--- config.mk ---
export PLATFORM = sky130hd
export DESIGN_NAME = comparator_nbits_track
export DESIGN_NICKNAME = d
export VERILOG_FILES = /design/src/rtl/comparator_pkg.sv /design/src/rtl/comparator_core.sv /design/src/rtl/comparator_nbits_track.sv
export SDC_FILE = /design/constraint.sdc
export NUM_CORES = 1
export LEC_CHECK = 0
export BUFFER_PORTS_ARGS = -buffer_cell sky130_fd_sc_hd__buf_2
export CORE_MARGIN = 8
export CORE_UTILIZATION = 54
export CTS_BUF_LIST = sky130_fd_sc_hd__clkbuf_4 sky130_fd_sc_hd__clkbuf_8
export DETAILED_ROUTE_END_ITERATION = 12
export PLACE_DENSITY = 0.79
export SLEW_MARGIN = 25
export SYNTH_ARGS = -nofsm -noshare
export SYNTH_HDL_FRONTEND = slang
export SYNTH_SLANG_ARGS = --single-unit
--- constraint.sdc ---
create_clock -name clk -period 2.15 [get_ports clk]
set_input_delay 0.1075 -clock clk [delete_from_list [all_inputs] [get_ports clk]]
set_output_delay 0.1075 -clock clk [all_outputs]
set_load 0.005 [all_outputs]
--- src/rtl/comparator_pkg.sv ---
// Shared types and defaults for the tracking comparator.
// Holds the tracker state encoding and the default operand and counter widths.
package comparator_pkg;

  localparam int CMP_WIDTH   = 4;
  localparam int CMP_COUNT_W = 8;

  typedef enum logic {
    EMPTY = 1'b0,
    TRACK = 1'b1
  } track_state_e;

endpackage

--- src/rtl/comparator_core.sv ---
// Combinational magnitude compare of two operands.
// The SIGNED parameter selects between unsigned and two's-complement ordering.
module comparator_core #(
  parameter int WIDTH  = 4,
  parameter int SIGNED = 0
) (
  input  logic [WIDTH-1:0] a,
  input  logic [WIDTH-1:0] b,
  output logic             eq,
  output logic             gt,
  output logic             lt
);

  logic gt_u;
  logic gt_s;

  assign gt_u = a > b;
  assign gt_s = $signed(a) > $signed(b);

  assign eq = a == b;
  assign gt = (SIGNED != 0) ? gt_s : gt_u;
  assign lt = !eq && !gt;

endmodule

--- src/rtl/comparator_nbits_track.sv ---
// Registered a/b comparator with running max/min of a
// and a saturating counter of consecutive equal samples.
module comparator_nbits_track
  import comparator_pkg::*;
#(
  parameter int WIDTH   = CMP_WIDTH,
  parameter int SIGNED  = 0,
  parameter int COUNT_W = CMP_COUNT_W
) (
  input  logic               clk,
  input  logic               rst,
  input  logic               in_valid,
  input  logic [WIDTH-1:0]   a,
  input  logic [WIDTH-1:0]   b,
  input  logic               clear,
  output logic               out_valid,
  output logic               equal,
  output logic               a_greater,
  output logic               b_greater,
  output logic [WIDTH-1:0]   max_val,
  output logic [WIDTH-1:0]   min_val,
  output logic [COUNT_W-1:0] eq_count
);

  track_state_e state_q;
  track_state_e state_d;

  logic [WIDTH-1:0]   max_d;
  logic [WIDTH-1:0]   min_d;
  logic [COUNT_W-1:0] cnt_d;

  logic ab_eq, ab_gt, ab_lt;
  logic max_eq, max_gt, max_lt;
  logic min_eq, min_gt, min_lt;
  logic unused_cmp;

  comparator_core #(
    .WIDTH (WIDTH),
    .SIGNED(SIGNED)
  ) u_ab (
    .a (a),
    .b (b),
    .eq(ab_eq),
    .gt(ab_gt),
    .lt(ab_lt)
  );

  comparator_core #(
    .WIDTH (WIDTH),
    .SIGNED(SIGNED)
  ) u_max (
    .a (a),
    .b (max_val),
    .eq(max_eq),
    .gt(max_gt),
    .lt(max_lt)
  );

  comparator_core #(
    .WIDTH (WIDTH),
    .SIGNED(SIGNED)
  ) u_min (
    .a (a),
    .b (min_val),
    .eq(min_eq),
    .gt(min_gt),
    .lt(min_lt)
  );

  assign unused_cmp = &{max_eq, max_lt, min_eq, min_gt};

  // A sample with clear seeds the tracker; clear alone empties it.
  always_comb begin
    state_d = state_q;
    max_d   = max_val;
    min_d   = min_val;
    cnt_d   = eq_count;
    if (in_valid) begin
      state_d = TRACK;
      if (clear || state_q == EMPTY) begin
        max_d = a;
        min_d = a;
      end else begin
        if (max_gt) max_d = a;
        if (min_lt) min_d = a;
      end
      if (!ab_eq)
        cnt_d = '0;
      else if (clear)
        cnt_d = COUNT_W'(1);
      else if (eq_count != '1)
        cnt_d = eq_count + COUNT_W'(1);
    end else if (clear) begin
      state_d = EMPTY;
      max_d   = '0;
      min_d   = '0;
      cnt_d   = '0;
    end
  end

  always_ff @(posedge clk) begin
    if (rst) begin
      state_q  <= EMPTY;
      max_val  <= '0;
      min_val  <= '0;
      eq_count <= '0;
    end else begin
      state_q  <= state_d;
      max_val  <= max_d;
      min_val  <= min_d;
      eq_count <= cnt_d;
    end
  end

  always_ff @(posedge clk) begin
    if (rst) begin
      out_valid <= 1'b0;
      equal     <= 1'b0;
      a_greater <= 1'b0;
      b_greater <= 1'b0;
    end else begin
      out_valid <= in_valid;
      if (in_valid) begin
        equal     <= ab_eq;
        a_greater <= ab_gt;
        b_greater <= ab_lt;
      end
    end
  end

endmodule

==> Word-level counts from Yosys, hierarchy flattened <==
Index checks and enable logic that the tools add are counted.
W data, S select, Z words.
{ "classes": {"magnitude_cmp": 3, "n_addsub": 1, "n_mux": 14, "n_bitwise": 1, "n_reduce_logical": 11, "n_eq_ne": 6} }
{ "ops": {"columns": ["operator", "count"], "rows": [
  ["$mux W8", 5],
  ["$mux W4", 7],
  ["$gt A4 B4 Y1", 3],
  ["$add A8 B1 Y8 const B", 1],
  ["$eq A4 B4 Y1", 2],
  ["$ne A8 B8 Y1 const B", 1],
  ["$ne A3 B1 Y1 const B", 2],
  ["$reduce_and A2 Y1", 3],
  ["$logic_not A1 Y1", 4],
  ["$ne A3 B2 Y1 const B", 1],
  ["$logic_and A1 B1 Y1", 2],
  ["$mux W1", 2],
  ["$reduce_bool A2 Y1", 1],
  ["$logic_or A1 B1 Y1", 1],
  ["$not A1 Y1", 1]
]} }
{ "word_totals": {"out_inout_bits": 20, "in_bits": 12, "word_cells": 44, "ff_bits": 21} }

==> Logic depth before layout (Yosys ltp) <==
{ "logic_depth": {"depth_word": 6, "mapped_depth": 7} }

==> By module <==
Synthesis repeated with hierarchy kept, for this count alone.
{ "unflattened": {"cells_unflattened": 167, "hier_area_um2": 1402.6} }
{ "by_module_without_submodules": {"columns": ["module", "cells_per_inst", "area_per_inst_um2", "instances"], "rows": [
  ["comparator_nbits_track", 116, 1076.0, 1],
  ["comparator_core", 17, 108.9, 3]
]} }

==> Worst setup path after synthesis <==
OpenSTA, ideal clock, no wires.
{ "synth_timing": {"path_type": "in2reg", "from": "input a[0]", "to": "register eq_count[5]", "setup_time_ns": 0.070, "required_ns": 2.080, "path_slack_ns": 0.443, "t_arrival_ns": 1.637, "cell_stages": 7, "cell_sequence": "inv_1 ha_1 and4_2 a41oi_4 nand2b_4 or4_1 a21oi_1"} }
{ "synth_between": {"elab_chain_len": 3} }
{ "synth_rtl": {"columns": ["element", "line", "rtl"], "rows": [
  ["from (decl)", "comparator_nbits_track.sv:13", "input logic [WIDTH-1:0] a,"],
  ["$eq A4 B4 Y1 (*)", "comparator_core.sv:20", "assign eq = a == b;"],
  ["$ne A3 B2 Y1 (no line) / $mux W8 (equally long branches)", null, null],
  ["$reduce_and A2 Y1 (no line) / $mux W8 (equally long branches)", null, null],
  ["to (signal assigned)", "comparator_nbits_track.sv:111", "eq_count <= cnt_d;"],
  ["to (decl)", "comparator_nbits_track.sv:22", "output logic [COUNT_W-1:0] eq_count"]
]} }
Mark *: on every way between the ends. The rest lies on a longest branch, timed or not.
A chain may end at the register's enable or synchronous reset.

==> Worst setup path after layout <==
{ "layout_timing": {"from": "register eq_count[0]", "to": "register eq_count[5]"} }
{ "layout_between": {"elab_chain_len": 5} }
{ "layout_rtl": {"columns": ["element", "line", "rtl"], "rows": [
  ["$add A8 B1 Y8", "comparator_nbits_track.sv:92", "cnt_d = eq_count + COUNT_W'(1);"],
  ["$mux W8", "comparator_nbits_track.sv:91", "else if (eq_count != '1)"],
  ["$mux W8", "comparator_nbits_track.sv:89", "else if (clear)"],
  ["$mux W8", "comparator_nbits_track.sv:87", "if (!ab_eq)"],
  ["$mux W8", "comparator_nbits_track.sv:78", "if (in_valid) begin"]
]} }
Several ways; a longest one is shown, not always the timed one. The select of a mux whose other input is x is not followed.

==> results.json <==
{
  "netlist_area_mm2": 0.00123,
  "wl_mm": 2.74,
  "track_usage_pct": 13.5,
  "criticalPathCategory": "flip-flop to flip-flop",
  "crit_arrival_ns": 1.99,
  "max_slew_margin_pct": 74.1,
  "synth_commonest_cells": "21 x dfxtp_1, 16 x nor2_1, 13 x ha_1, 13 x inv_1, 13 x nand2_1",
  "grt_first_pass_wirelength_mm": 4.66,
  "tightestPinTransition_ns": 0.389,
  "synth_edf_count": 0,
  "fin_nets": 205,
  "finalClockSkew_ns": 0.00160,
  "yosys_warnings": 0,
  "rows": 17,
  "dieArea_mm2": 0.00405,
  "rsz0062_at_grt": "false",
  "h-tree-depth": 1,
  "synth_ff_type": "dfxtp_1",
  "status": "finished, final reports clean",
  "port_buffers": 31,
  "r2r_cells": 6,
  "async_flop_share_pct": 0,
  "r2r-end": "eq_count[5]",
  "ff_latch_area_um2": 420,
  "vias": 1139,
  "n_antenna_cell": 0,
  "die_h_um": 63.7,
  "cp_max_fo": 6,
  "period_needed_ns": 1.76,
  "clk_pin_slew_ns": 0.11,
  "clk_path_buf_depth": 2,
  "grt_max_degree": 22,
  "crit_path_end_kind": "flip-flop",
  "maxSlewViolCount": 0,
  "yosysMostFrequentCell": "dfxtp_1",
  "start_util_pct": 56.0,
  "timing.setup.tns_ns": 0,
  "startpoint": "eq_count[0]",
  "firstDrtPassIters": 4,
  "area_growth_pct": 17.2,
  "fill_cells": 200,
  "routed_via_density": 5.50,
  "multiInputGateArea_um2": 742,
  "yosysUniqueCellTypes": 35,
  "critPathRequiredTime_ns": 2.38,
  "ctsResizeCount": 0,
  "core_area_mm2": 0.00219,
  "setup_viol": 0,
  "fin_crit_sh_pct": 82.1,
  "crit_end": "eq_count[5]",
  "r2r_slack_ns": 0.39,
  "die_w_um": 63.7,
  "hold_viol": 0,
  "synth_area_leaders": "dfxtp_1 34%, ha_1 13%, a21oi_1 4.9%, a22oi_1 4.9%, nor2_1 4.9%",
  "setup.worst_path.start_class": "flip-flop",
  "power_leakage_nw": 0.684,
  "cts_sinks": 21,
  "drive_gt1_share_pct": 22.9,
  "cts_made_buffers": 3,
  "ir_drop_v": 0.000325,
  "drt_iter0_markers": 38,
  "yosysSeqAreaShare_pct": 34.3,
  "antenna_found_initial": 0,
  "syn_inst": 146,
  "grt-ovfl-total": 0,
  "clk_latency_ns": 0.29,
  "syn-num-nets": 171,
  "hp-class": "primary input to flip-flop",
  "clockRootBuffer": "clkbuf_4",
  "postCtsSetupBuffers": 0,
  "ant_nets": 0,
  "powerDensity_mw_per_mm2": 517,
  "drc": 0,
  "grt_pass1_vias": 1108,
  "synth_top_area_share_pct": 34.3,
  "max_freq_ghz": 0.567,
  "avgSynthCellArea_um2": 8.41,
  "r2r-start": "eq_count[0]",
  "gp_congestion": 0.877,
  "hold_buffers": 0,
  "tritoncts": "built",
  "synth_top_cell_by_area": "dfxtp_1",
  "wl_per_cell_um": 13.3,
  "cap_viol_max_count": 0,
  "hpwl_mm": 2.22,
  "synth_seq_cells": 21,
  "ioPinCount": 32,
  "hold_ws_ns": 0.0781
}
==> stage by stage <==
stage	utilization [%]	total power (W)	cell area, um2	setup slack [ns]	cells
floorplan	-	0.000508	1230	0.443	146
global placement	64.3	0.000551	1410	0.302	203
detailed placement	64.3	0.000557	1410	0.230	203
CTS	65.7	0.000757	1440	0.395	207
global route	65.7	0.000790	1440	0.228	207
finish	65.7	0.000744	1440	0.386	207
==> kinds of logic after synthesis <==
logic type      synth area share [%]
mux                             1.63
simple gates                    25.3
fa+ha+maj                       13.3
buf+inv                         5.30
compound gates                  20.3
flops                           34.3
==> area by class of cell <==
class / count / area share, %
repair buffers: 32 / 11.3
inverters: 13 / 3.39
clock buffers: 4 / 2.09
multi-input cells: 109 / 51.6
well taps: 28 / 2.43
flip-flops and latches: 21 / 29.2
==> cells in the final DEF, fill, tap and decap left out, types with 2 or more instances in the layout <==
| cell | netlist | routed |
|---|---|---|
| o211a_1 | 2 | 2 |
| buf_2 | 1 | 31 |
| clkbuf_4 | 0 | 4 |
| mux2i_1 | 2 | 2 |
| nor2b_1 | 2 | 2 |
| and2_1 | 2 | 2 |
| nand3_1 | 3 | 3 |
| nor2_1 | 16 | 16 |
| o21ai_1 | 2 | 2 |
| nand2b_1 | 5 | 5 |
| nand2_1 | 13 | 13 |
| inv_1 | 13 | 13 |
| and3_1 | 2 | 2 |
| ha_1 | 13 | 13 |
| o21ai_0 | 8 | 8 |
| or3b_1 | 4 | 4 |
| a22oi_1 | 8 | 8 |
| a21oi_1 | 12 | 12 |
| dfxtp_1 | 21 | 21 |
==> per-layer routing <==
metal	GRT usage, %	vias up	wire length [um]
met5	0	-	0
met4	4.18	0	14
met2	23.6	33	1340
met3	3.18	2	129
met1	15.7	521	1260
li1	-	583	-
==> how the worst min path moves through the flow <==
stage | to | slack [ns] | cells past startpoint | start
floorplan | out_valid | 0.20 | 1 | rst
global placement | max_val[0] | 0.38 | 3 | a[0]
detailed placement | min_val[0] | 0.39 | 3 | a[0]
CTS | min_val[0] | 0.07 | 3 | a[0]
global route | min_val[0] | 0.1 | 3 | a[0]
finish | min_val[0] | 0.08 | 3 | a[0]
==> worst max-delay path, stage by stage (launching register included) <==
cell	delay (ns)
dfxtp_1	0.37
ha_1	0.23
and3_1	0.25
a41oi_4	0.20
nand2b_4	0.09
or4_1	0.40
a21oi_1	0.16
==> sequential cells by signal, summed over array words and instances, names as in the netlist <==
signal / flops
eq_count: 8
max_val: 4
min_val: 4
a_greater: 1
b_greater: 1
equal: 1
out_valid: 1
state_q: 1
==> report_power, final <==
part / internal (W) / leakage, nW / switching [W]
registers: 0.000403 / 0.171 / 0.00000776
clock network: 0.0000847 / 0.0184 / 0.000112
logic: 0.0000606 / 0.494 / 0.0000762
total: 0.000549 / 0.684 / 0.000196
Power figures use the tool's default switching activity.
